### src/rtl/fp_cmp_sched_if.sv
// Request/response bundle for the shared 96-bit FP comparator scheduler.
// The master side is the requester/consumer; the slave side is the scheduler.
interface fp_cmp_sched_if #(
  parameter int NREQ = 4,
  parameter int TAGW = 6,
  parameter int IDW  = $clog2(NREQ)
);
  logic [NREQ-1:0]      req_valid;
  logic [NREQ-1:0]      req_ready;
  logic [96*NREQ-1:0]   req_a;
  logic [96*NREQ-1:0]   req_b;
  logic [4*NREQ-1:0]    req_sel;
  logic [TAGW*NREQ-1:0] req_tag;
  logic                 resp_valid;
  logic                 resp_ready;
  logic [IDW-1:0]       resp_id;
  logic [TAGW-1:0]      resp_tag;
  logic [15:0]          resp_cond;
  logic                 resp_bit;
  logic                 resp_inv;

  modport master (
    output req_valid, req_a, req_b, req_sel, req_tag, resp_ready,
    input  req_ready, resp_valid, resp_id, resp_tag, resp_cond, resp_bit, resp_inv
  );

  modport slave (
    input  req_valid, req_a, req_b, req_sel, req_tag, resp_ready,
    output req_ready, resp_valid, resp_id, resp_tag, resp_cond, resp_bit, resp_inv
  );
endinterface

### src/rtl/fp_cmp_sched.sv
// Round-robin scheduler sharing one 96-bit FP comparator (1/15/80 format, bias 16383,
// quiet NaN = fraction MSB set) across NREQ requesters, two-stage pipeline, sticky flags.
module fp_cmp_sched #(
  parameter int NREQ = 4,
  parameter int TAGW = 6,
  parameter int IDW  = $clog2(NREQ)
) (
  input  logic                 clk,
  input  logic                 rst_n,
  fp_cmp_sched_if.slave        bus,
  input  logic                 flag_clr,
  output logic                 flag_inv,
  output logic                 flag_snan
);

  function automatic logic is_nan(input logic [95:0] x);
    return (x[94:80] == 15'h7FFF) && (x[79:0] != 80'd0);
  endfunction

  function automatic logic is_snan(input logic [95:0] x);
    return is_nan(x) && !x[79];
  endfunction

  // Signed-magnitude ordering: equal magnitudes with any signs are equal only when both are zero.
  function automatic logic [15:0] cond_vec(input logic [95:0] a, input logic [95:0] b);
    logic        un, eq, lt, mlt, bz;
    logic [15:0] c;
    un  = is_nan(a) | is_nan(b);
    mlt = a[94:0] < b[94:0];
    bz  = (a[94:0] == 95'd0) && (b[94:0] == 95'd0);
    eq  = !un && (bz || (a == b));
    if (a[95] != b[95]) begin
      lt = a[95] && !bz;
    end else if (a[95]) begin
      lt = b[94:0] < a[94:0];
    end else begin
      lt = mlt;
    end
    lt     = lt && !un;
    c      = 16'd0;
    c[0]   = eq;
    c[1]   = lt;
    c[2]   = lt | eq;
    c[3]   = !un & mlt;
    c[4]   = un;
    c[8]   = !eq;
    c[9]   = !un & !lt;
    c[10]  = !un & !(lt | eq);
    c[11]  = !un & !mlt;
    c[12]  = !un;
    return c;
  endfunction

  function automatic logic inv_of(input logic snan, input logic un, input logic [3:0] sel);
    return snan | (un & ((sel == 4'd1) || (sel == 4'd2) || (sel == 4'd9) || (sel == 4'd10)));
  endfunction

  logic            s0_valid_q, s0_valid_d;
  logic [95:0]     s0_a_q, s0_b_q;
  logic [3:0]      s0_sel_q;
  logic [TAGW-1:0] s0_tag_q;
  logic [IDW-1:0]  s0_id_q;
  logic [IDW-1:0]  rr_q, rr_d;
  logic            s1_valid_q, s1_valid_d;
  logic [15:0]     s1_cond_q;
  logic            s1_bit_q, s1_inv_q;
  logic [IDW-1:0]  s1_id_q;
  logic [TAGW-1:0] s1_tag_q;
  logic            flag_inv_q, flag_inv_d, flag_snan_q, flag_snan_d;

  logic            s1_adv_s, s0_load_s, gnt_any_s;
  logic [IDW-1:0]  gnt_idx_s;
  logic [95:0]     mux_a_s, mux_b_s;
  logic [3:0]      mux_sel_s;
  logic [TAGW-1:0] mux_tag_s;
  logic [15:0]     cmp_cond_s;
  logic            cmp_snan_s, cmp_inv_s;

  assign s1_adv_s  = s0_valid_q & (!s1_valid_q | bus.resp_ready);
  assign s0_load_s = !s0_valid_q | s1_adv_s;

  // First pending requester at or after rr_q; lower k wins since it is assigned last.
  always_comb begin
    int idx;
    idx       = 0;
    gnt_any_s = 1'b0;
    gnt_idx_s = {IDW{1'b0}};
    for (int k = NREQ - 1; k >= 0; k--) begin
      idx = int'(rr_q) + k;
      if (idx >= NREQ) begin
        idx = idx - NREQ;
      end else begin
        idx = idx;
      end
      if (bus.req_valid[IDW'(idx)]) begin
        gnt_any_s = 1'b1;
        gnt_idx_s = IDW'(idx);
      end else begin
        gnt_any_s = gnt_any_s;
      end
    end
    gnt_any_s = gnt_any_s & s0_load_s & rst_n;
  end

  assign bus.req_ready = gnt_any_s ? ({{(NREQ-1){1'b0}}, 1'b1} << gnt_idx_s) : {NREQ{1'b0}};

  always_comb begin
    mux_a_s   = 96'd0;
    mux_b_s   = 96'd0;
    mux_sel_s = 4'd0;
    mux_tag_s = {TAGW{1'b0}};
    for (int i = 0; i < NREQ; i++) begin
      if (gnt_idx_s == IDW'(i)) begin
        mux_a_s   = bus.req_a[96*i +: 96];
        mux_b_s   = bus.req_b[96*i +: 96];
        mux_sel_s = bus.req_sel[4*i +: 4];
        mux_tag_s = bus.req_tag[TAGW*i +: TAGW];
      end else begin
        mux_a_s   = mux_a_s;
      end
    end
  end

  assign cmp_cond_s = cond_vec(s0_a_q, s0_b_q);
  assign cmp_snan_s = is_snan(s0_a_q) | is_snan(s0_b_q);
  assign cmp_inv_s  = inv_of(cmp_snan_s, cmp_cond_s[4], s0_sel_q);

  // flag_clr wins over a same-cycle event, which is then lost.
  always_comb begin
    s0_valid_d = gnt_any_s ? 1'b1 : (s1_adv_s ? 1'b0 : s0_valid_q);
    s1_valid_d = s1_adv_s ? 1'b1 : (bus.resp_ready ? 1'b0 : s1_valid_q);
    if (gnt_any_s) begin
      rr_d = (int'(gnt_idx_s) == NREQ - 1) ? {IDW{1'b0}} : IDW'(int'(gnt_idx_s) + 1);
    end else begin
      rr_d = rr_q;
    end
    if (flag_clr) begin
      flag_inv_d  = 1'b0;
      flag_snan_d = 1'b0;
    end else if (s1_adv_s) begin
      flag_inv_d  = flag_inv_q | cmp_inv_s;
      flag_snan_d = flag_snan_q | cmp_snan_s;
    end else begin
      flag_inv_d  = flag_inv_q;
      flag_snan_d = flag_snan_q;
    end
  end

  always_ff @(posedge clk or negedge rst_n) begin
    if (!rst_n) begin
      s0_valid_q  <= 1'b0;
      s1_valid_q  <= 1'b0;
      rr_q        <= {IDW{1'b0}};
      flag_inv_q  <= 1'b0;
      flag_snan_q <= 1'b0;
    end else begin
      s0_valid_q  <= s0_valid_d;
      s1_valid_q  <= s1_valid_d;
      rr_q        <= rr_d;
      flag_inv_q  <= flag_inv_d;
      flag_snan_q <= flag_snan_d;
    end
  end

  always_ff @(posedge clk or negedge rst_n) begin
    if (!rst_n) begin
      s0_a_q   <= 96'd0;
      s0_b_q   <= 96'd0;
      s0_sel_q <= 4'd0;
      s0_tag_q <= {TAGW{1'b0}};
      s0_id_q  <= {IDW{1'b0}};
    end else if (gnt_any_s) begin
      s0_a_q   <= mux_a_s;
      s0_b_q   <= mux_b_s;
      s0_sel_q <= mux_sel_s;
      s0_tag_q <= mux_tag_s;
      s0_id_q  <= gnt_idx_s;
    end
  end

  always_ff @(posedge clk or negedge rst_n) begin
    if (!rst_n) begin
      s1_cond_q <= 16'd0;
      s1_bit_q  <= 1'b0;
      s1_inv_q  <= 1'b0;
      s1_id_q   <= {IDW{1'b0}};
      s1_tag_q  <= {TAGW{1'b0}};
    end else if (s1_adv_s) begin
      s1_cond_q <= cmp_cond_s;
      s1_bit_q  <= cmp_cond_s[s0_sel_q];
      s1_inv_q  <= cmp_inv_s;
      s1_id_q   <= s0_id_q;
      s1_tag_q  <= s0_tag_q;
    end
  end

  assign bus.resp_valid = s1_valid_q;
  assign bus.resp_id    = s1_id_q;
  assign bus.resp_tag   = s1_tag_q;
  assign bus.resp_cond  = s1_cond_q;
  assign bus.resp_bit   = s1_bit_q;
  assign bus.resp_inv   = s1_inv_q;
  assign flag_inv       = flag_inv_q;
  assign flag_snan      = flag_snan_q;

endmodule
### src/flat_wrapper.sv
// flat-port wrapper written by rule: the top's interface ports become plain ports
module fp_cmp_sched_flat 
#(
  parameter int NREQ = 4,
  parameter int TAGW = 6,
  parameter int IDW  = $clog2(NREQ)
)
  (clk, rst_n, flag_clr, flag_inv, flag_snan, bus_req_valid, bus_req_a, bus_req_b, bus_req_sel, bus_req_tag, bus_resp_ready, bus_req_ready, bus_resp_valid, bus_resp_id, bus_resp_tag, bus_resp_cond, bus_resp_bit, bus_resp_inv);
  fp_cmp_sched_if #(.NREQ(NREQ), .TAGW(TAGW), .IDW(IDW)) bus_i ();
  input  logic clk;
  input  logic rst_n;
  input  logic flag_clr;
  output logic flag_inv;
  output logic flag_snan;
  input wire logic [$bits(bus_i.req_valid)-1:0] bus_req_valid;
  input wire logic [$bits(bus_i.req_a)-1:0] bus_req_a;
  input wire logic [$bits(bus_i.req_b)-1:0] bus_req_b;
  input wire logic [$bits(bus_i.req_sel)-1:0] bus_req_sel;
  input wire logic [$bits(bus_i.req_tag)-1:0] bus_req_tag;
  input wire logic [$bits(bus_i.resp_ready)-1:0] bus_resp_ready;
  output wire logic [$bits(bus_i.req_ready)-1:0] bus_req_ready;
  output wire logic [$bits(bus_i.resp_valid)-1:0] bus_resp_valid;
  output wire logic [$bits(bus_i.resp_id)-1:0] bus_resp_id;
  output wire logic [$bits(bus_i.resp_tag)-1:0] bus_resp_tag;
  output wire logic [$bits(bus_i.resp_cond)-1:0] bus_resp_cond;
  output wire logic [$bits(bus_i.resp_bit)-1:0] bus_resp_bit;
  output wire logic [$bits(bus_i.resp_inv)-1:0] bus_resp_inv;
  assign bus_i.req_valid = bus_req_valid;
  assign bus_i.req_a = bus_req_a;
  assign bus_i.req_b = bus_req_b;
  assign bus_i.req_sel = bus_req_sel;
  assign bus_i.req_tag = bus_req_tag;
  assign bus_i.resp_ready = bus_resp_ready;
  assign bus_req_ready = bus_i.req_ready;
  assign bus_resp_valid = bus_i.resp_valid;
  assign bus_resp_id = bus_i.resp_id;
  assign bus_resp_tag = bus_i.resp_tag;
  assign bus_resp_cond = bus_i.resp_cond;
  assign bus_resp_bit = bus_i.resp_bit;
  assign bus_resp_inv = bus_i.resp_inv;
  fp_cmp_sched #(.NREQ(NREQ), .TAGW(TAGW), .IDW(IDW)) u_core (.clk(clk), .rst_n(rst_n), .bus(bus_i), .flag_clr(flag_clr), .flag_inv(flag_inv), .flag_snan(flag_snan));
endmodule
### config.mk
export PLATFORM = sky130hd
export DESIGN_NAME = fp_cmp_sched_flat
export DESIGN_NICKNAME = d
export VERILOG_FILES = /design/src/rtl/fp_cmp_sched_if.sv /design/src/rtl/fp_cmp_sched.sv /design/src/flat_wrapper.sv
export SDC_FILE = /design/constraint.sdc
export NUM_CORES = 1
export LEC_CHECK = 0
export CAP_MARGIN = 5
export CORE_AREA = 10 10 323 325
export CTS_CLUSTER_DIAMETER = 60
export DETAILED_ROUTE_END_ITERATION = 6
export DIE_AREA = 0 0 333 335
export PLACE_DENSITY = 0.51
export SKIP_LAST_GASP = 1
export SLEW_MARGIN = 20
export SYNTH_ARGS = -nofsm -noshare
export SYNTH_HDL_FRONTEND = slang
export SYNTH_SLANG_ARGS = --single-unit
### constraint.sdc
create_clock -name clk -period 6.7 [get_ports clk]
set_input_delay 2.01 -clock clk [delete_from_list [all_inputs] [get_ports clk]]
set_output_delay 2.01 -clock clk [all_outputs]
set_load 0.005 [all_outputs]
==> results of run 1 <==
## how the worst max path moves through the flow
| stage | start | end | slack (ns) | cells past startpoint |
|---|---|---|---|---|
| after floorplan | bus_req_valid[2] | bus_req_ready[3] | 0.91 | 9 |
| after global placement | bus_req_valid[0] | bus_req_ready[1] | 0.38 | 8 |
| after detailed placement | bus_req_valid[0] | bus_req_ready[1] | 0.37 | 8 |
| after CTS | bus_req_valid[0] | bus_req_ready[1] | 0.37 | 8 |
| after global routing | bus_req_valid[0] | bus_req_ready[2] | 0.18 | 8 |
| final | bus_req_valid[0] | bus_req_ready[2] | 0.37 | 8 |
## cell families (layout without fill, tap and decap cells)
| logic type | Yosys count | in the layout | share of synthesized area (%) |
|---|---|---|---|
| buffers and inverters | 297 | 1049 | 6.76 |
| other | 1 | 17 | 0.0222 |
| muxes | 3 | 3 | 0.207 |
| xor gates and xnor gates | 2 | 2 | 0.104 |
| DFF | 230 | 230 | 34.0 |
| adders and majority gates | 99 | 99 | 7.33 |
| and+or+nand+nor | 748 | 748 | 19.0 |
| AOI/OAI and AO/OA | 916 | 916 | 32.5 |
## synthesized netlist by cell type (2+ instances only)
master	count
a2111oi_0	3
a211o_1	3
a211oi_1	101
a21o_1	7
a21oi_1	449
a221oi_1	4
a221oi_2	2
a22o_1	2
a22oi_1	202
and2_1	5
and3_1	2
buf_1	23
buf_2	2
buf_4	7
clkbuf_1	161
dfrtp_1	230
ha_1	99
inv_1	104
mux2i_1	2
nand2_1	170
nand2b_1	4
nand3_1	14
nand4_1	40
nand4_2	2
nor2_1	433
nor2b_1	3
nor3_1	5
nor3b_1	2
nor4_1	56
o211ai_1	2
o21a_1	2
o21ai_0	119
o21ai_1	3
o22ai_1	4
o31ai_1	3
o41ai_1	2
or3_1	2
## state kept, by name (all words and copies together) (netlist names)
register / cells
u_core.bus.resp_valid: 1
u_core.flag_inv: 1
u_core.bus.resp_tag: 6
u_core.s0_b_q: 96
u_core.s0_sel_q: 4
u_core.bus.resp_id: 2
u_core.s0_id_q: 2
u_core.bus.resp_bit: 1
u_core.rr_q: 2
u_core.s0_valid_q: 1
u_core.flag_snan: 1
u_core.s0_tag_q: 6
u_core.bus.resp_cond: 10
u_core.s0_a_q: 96
u_core.bus.resp_inv: 1
## stage by stage
step                power [mW]  cells  util, %  area (um^2)
floorplan                 5.57   2301        -        16900
global placement          7.91   4280     27.3        26700
detailed placement        7.97   4280     27.3        26700
CTS                       9.87   4340     28.5        27900
global route              10.6   4348     28.5        27900
finish                    9.68   4351     28.5        27900
## layout make-up
cell class | count | area [um^2]
fillers | 10800 | 69900
multi-input cells | 1774 | 10100
repair buffers | 885 | 8910
flip-flops and latches | 230 | 5760
well taps | 1287 | 1610
clock buffers | 46 | 1020
inverters | 104 | 390
clock inverters | 14 | 123
diodes | 11 | 27.5
## worst min-delay path: cells and delay by family, from the launching register on
kind	cells	cell delay (ns)
DFF	1	0.34
and+or+nand+nor	2	0.10
## per-layer routing
layer  part of all wire [%]  global-route usage, %  vias to the layer above
li1                       -                      -                     9810
met1                     43                   21.2                     9066
met2                     49                   29.4                      639
met3                    6.3                   4.26                       98
met4                    1.7                   4.33                       18
met5                   0.12                      0                        -
## power groups by stage
stage                     sequential [mW]  combinational, mW  clock (mW)
after global routing                 2.85               5.81        1.95
after global placement               2.79               5.12           0
after detailed placement             2.79               5.18           0
after floorplan                      2.33               3.24           0
final                                2.75               5.10        1.82
after CTS                            2.78               5.20        1.90
==> run summary, run 1 <==
Status = complete, no violations
Maximum vdd drop = 0.203 mV
Worst hold slack = 0.463 ns
Die Ht = 335 um
Synth top area share = 34.0%
First-pass GRT wire length = 141000 um
Primary FF master, synth = dfrtp_1
Hold endpoint = u_core.bus.resp_tag[0]
Yosys reg bits = 230
Hold/Removal Path Class = reg -> reg
Share of post-route cells with drive strength above 1 = 3.93%
Leak pwr = 11.3 nW
Switching Share = 47.3%
Clk_skew = 0.0256 ns
Fin. Hold Viols = 0
Core ar. = 97800 um^2
Post_cts resized = 0
Combinational power share = 52.7%
Max-Cap Viols = 0
Starting Density = 17.3%
Clk slew on worst S/H paths = 0.05 ns
Critical path's top delay family = buffers and inverters
Antenna Violating Nets Remaining = 0
Startpoint type of the worst setup path = input pin
Hold Path Depth = 2
Tot GR Track Use = 17.1%
Cts hold-fix bufs = 0
Vias = 19600
Vias per cell = 4.51
DR WL/cell = 23.2 um
PwrDens = 347 nW/um^2
Pint = 5.10 mW
Synthesis-to-layout area growth = 65.1%
Sink Count = 230
Post-Syn Area per Cell = 7.36 um^2
Initial antenna violation count = 22
Synth area leader = dfrtp_1
DRT Pass-1 Iters = 5
R2r setup slk = 2.68 ns
Most frequent cells in the layout = clkdlybuf4s50_1 (841), a21oi_1 (449), nor2_1 (433)
Sequential fraction of the synthesis area = 34.0%
Cell chain of the critical path = clkdlybuf4s50_1 -> a21oi_1 -> o21a_1 -> o22ai_1 -> inv_1 -> ha_4 -> and2_1 -> clkdlybuf4s50_1
Num ports = 849
Async set or reset register ratio after synthesis = 100%
DRT iter0 DRCs = 1048
Synthesized area = 16900 um^2
Cts bufs inserted = 37
Final setup fails = 0
RR Endpoint = u_core.bus.resp_bit
Row count = 115
Post-DP HPWL = 83300 um
Setup Slack @ Placement = 0.368 ns
Most common cell after layout, fill and taps aside = clkdlybuf4s50_1
Final worst path period share = 94.5%
DR DRC count = 0
Overall routed net length = 101000 um
I/O Buffers = 842
Worst Slack Setup Final = 0.367 ns
Post-route setup TNS = 0 ns
CTS tree = yes
Crit-path max FO = 5
DIE WIDTH = 333 um
Root Driver = clkbuf_16
Final GP Congestion = 0.848
RSZ-0062 raised after global routing = false
Clock Tree Buf Depth = 3
Slew HR = 27.0%
Mapped Cells = 2296
Crit path top cell by count = clkdlybuf4s50_1
Syn. warnings = 0
Clock latency on the worst-skew pair = 0.56 ns
Hold Startpoint = u_core.s0_tag_q[0]
Number of enable flip-flop cells after synthesis = 0
Nets = 3947
Reg2Reg Depth = 10
Post-CTS Setup Bufs = 0
Library cells used by synthesis = 59
Slew Limit Fails = 0
CP Capture Type = output port
Critical path buffer and inverter count = 3
P_sw = 4.58 mW
Congestion Overflow GR = 0
WS Path Type = in -> out
Worst-Margin Slew = 1.08 ns
Max frequency = 0.158 GHz
Die Area = 112000 um^2
Arr. time, crit path = 4.32 ns
Seq pwr share = 28.5%
Clock share of power = 18.8%
Vias in the first global route = 20100
Largest cells by area after synthesis = dfrtp_1 (34%), a21oi_1 (13%), nor2_1 (9.6%), a22oi_1 (9.0%), ha_1 (7.3%)
Largest net degree at the start of global routing = 165
Tmin final = 6.33 ns
H-tree Lvls = 2
Worst reg2reg startpoint = u_core.s0_b_q[64]
Worst EP required = 4.69 ns
Slowest cell on crit path = clkdlybuf4s50_1
Critical path's largest stage delay = 0.54 ns
Power figures use the tool's default switching activity.
==> inputs of run 2 (changes only) <==
- clock period: 6.7 -> 7.3 ns (I/O delays scaled with it)
==> run 2 against run 1 <==
  * Routed wire length is 0.32% higher
  * First-iteration DRC count up 4.1%
  * Register-to-register slack better by 0.56 ns
  * Power shrank 7.3%
  * Non-clock buffer count is 6 lower
  * Sequential share of layout area barely moved
  * Sequential power shrank 7.6%
  * Via count about the same
  * Sequential cell count stayed put
  * Cell area up 0.15%
  * Clock skew up 0.0039 ns
  * Cell count barely moved
  * Critical path type unchanged
  * Critical endpoint unchanged
==> run summary, run 2 (synthesized netlist as in run 1, its figures left out) <==
Status = complete, no violations
Post-route setup TNS = 0 ns
DRT iter0 DRCs = 1091
R2r setup slk = 3.24 ns
Most frequent cells in the layout = clkdlybuf4s50_1 (841), a21oi_1 (449), nor2_1 (433)
Clk slew on worst S/H paths = 0.05 ns
Slowest cell on crit path = clkdlybuf4s50_1
Sink Count = 230
Max-Cap Viols = 0
Hold/Removal Path Class = reg -> reg
Tot GR Track Use = 17.2%
WS Path Type = in -> out
Critical path's top delay family = buffers and inverters
RR Endpoint = u_core.s0_b_q[92]
Seq pwr share = 28.3%
DR DRC count = 0
Leak pwr = 11.4 nW
Vias = 19600
Initial antenna violation count = 21
Congestion Overflow GR = 0
Reg2Reg Depth = 16
Final GP Congestion = 0.846
Clock share of power = 19.9%
Post-CTS Setup Bufs = 0
Fin. Hold Viols = 0
CTS tree = yes
Worst-Margin Slew = 1.14 ns
Filler instances = 10800
DR WL/cell = 23.3 um
H-tree Lvls = 2
Clk_skew = 0.0296 ns
Hold endpoint = u_core.bus.resp_id[0]
Hold Startpoint = u_core.s0_id_q[0]
Critical path buffer and inverter count = 3
Most common cell after layout, fill and taps aside = clkdlybuf4s50_1
Final worst path period share = 92.7%
Worst reg2reg startpoint = u_core.rr_q[1]
Tmin final = 6.77 ns
Starting Density = 17.3%
Worst hold slack = 0.463 ns
Synthesis-to-layout area growth = 65.4%
Clock Tree Buf Depth = 3
Cts hold-fix bufs = 0
Worst EP required = 5.11 ns
Final core occ = 28.6%
Die Area = 112000 um^2
DP Area = 26700 um^2
Cell chain of the critical path = clkdlybuf4s50_1 -> a21oi_1 -> o21a_1 -> o22ai_1 -> inv_1 -> ha_4 -> and2_1 -> clkdlybuf4s50_1
Multi-input combinational cell area = 10100 um^2
Row count = 115
RSZ-0062 raised after global routing = false
First-pass GRT wire length = 142000 um
Combinational power share = 51.8%
Hold Path Depth = 2
Slew HR = 23.3%
Final setup fails = 0
Largest net degree at the start of global routing = 170
Overall routed net length = 101000 um
Post-DP HPWL = 84000 um
Startpoint type of the worst setup path = input pin
Crit-path max FO = 5
Cts bufs inserted = 36
Vias in the first global route = 20400
DIE WIDTH = 333 um
Core ar. = 97800 um^2
Pwr Total = 8.98 mW
Share of post-route cells with drive strength above 1 = 3.80%
PwrDens = 321 nW/um^2
Sequential cell area = 5760 um^2
Pint = 4.79 mW
I/O Buffers = 842
Finished Cell Area = 28000 um^2
Antenna Violating Nets Remaining = 0
Arr. time, crit path = 4.58 ns
P_sw = 4.19 mW
Die Ht = 335 um
Post_cts resized = 0
CP Capture Type = output port
Num ports = 849
Root Driver = clkbuf_16
Nets = 3940
Critical path's largest stage delay = 0.55 ns
Max frequency = 0.148 GHz
Switching Share = 46.6%
Maximum vdd drop = 0.200 mV
Clock latency on the worst-skew pair = 0.56 ns
DRT Pass-1 Iters = 6
Crit path top cell by count = clkdlybuf4s50_1
Slew Limit Fails = 0
Vias per cell = 4.51
-- run 2: worst reg2reg max path, stage by stage (launching register included) --
cell      delay (ns)
dfrtp_1         0.45
mux2i_1         0.23
nor2_1          0.06
or3_1           0.47
inv_1           0.22
ha_4            0.18
buf_12          0.47
nor2b_4         0.28
buf_12          0.26
buf_4           0.33
buf_4           0.22
a22oi_1         0.15
nor2_1          0.05
a21oi_1         0.13
nor2_1          0.05
a211oi_1        0.31
a21oi_1         0.07
-- run 2: area by class of cell --
| cell class | instances | area share, % |
|---|---|---|
| tap | 1287 | 5.76 |
| clock buffer | 44 | 3.47 |
| timing repair buffer | 879 | 31.7 |
| antenna | 10 | 0.0895 |
| multi-input combinational | 1774 | 36.1 |
| inverter | 104 | 1.40 |
| clock inverter | 19 | 0.935 |
| sequential | 230 | 20.6 |
-- run 2: power by group through the flow --
stage / clock network [mW] / logic [mW] / registers, mW
after floorplan: 0 / 2.97 / 2.14
after global placement: 0 / 4.66 / 2.58
after detailed placement: 0 / 4.72 / 2.58
after CTS: 1.86 / 4.74 / 2.57
after global routing: 1.90 / 5.33 / 2.63
final: 1.79 / 4.65 / 2.54
-- run 2: per-stage QoR --
step / instances / worst slack [ns]
after floorplan: 2301 / 1.15
after global placement: 4274 / 0.628
after detailed placement: 4274 / 0.596
after CTS: 4337 / 0.596
after global routing: 4344 / 0.465
final: 4347 / 0.532
-- run 2: worst max path at each step --
stage                       endpoint  cells past startpoint        startpoint  slack [ns]
floorplan           bus_req_ready[3]                      9  bus_req_valid[2]        1.15
global placement    bus_req_ready[2]                      8  bus_req_valid[0]        0.63
detailed placement  bus_req_ready[1]                      8  bus_req_valid[0]        0.60
CTS                 bus_req_ready[1]                      8  bus_req_valid[0]        0.60
global route        bus_req_ready[2]                      8  bus_req_valid[0]        0.47
finish              bus_req_ready[2]                      8  bus_req_valid[0]        0.53
-- run 2: metal layers --
| metal | track usage, % | vias to the layer above | share of wire (%) |
|---|---|---|---|
| li1 | - | 9794 | - |
| met1 | 21.7 | 9094 | 43 |
| met2 | 29.8 | 647 | 49 |
| met3 | 3.66 | 86 | 6.2 |
| met4 | 4.04 | 4 | 1.7 |
| met5 | 0 | - | 0.016 |
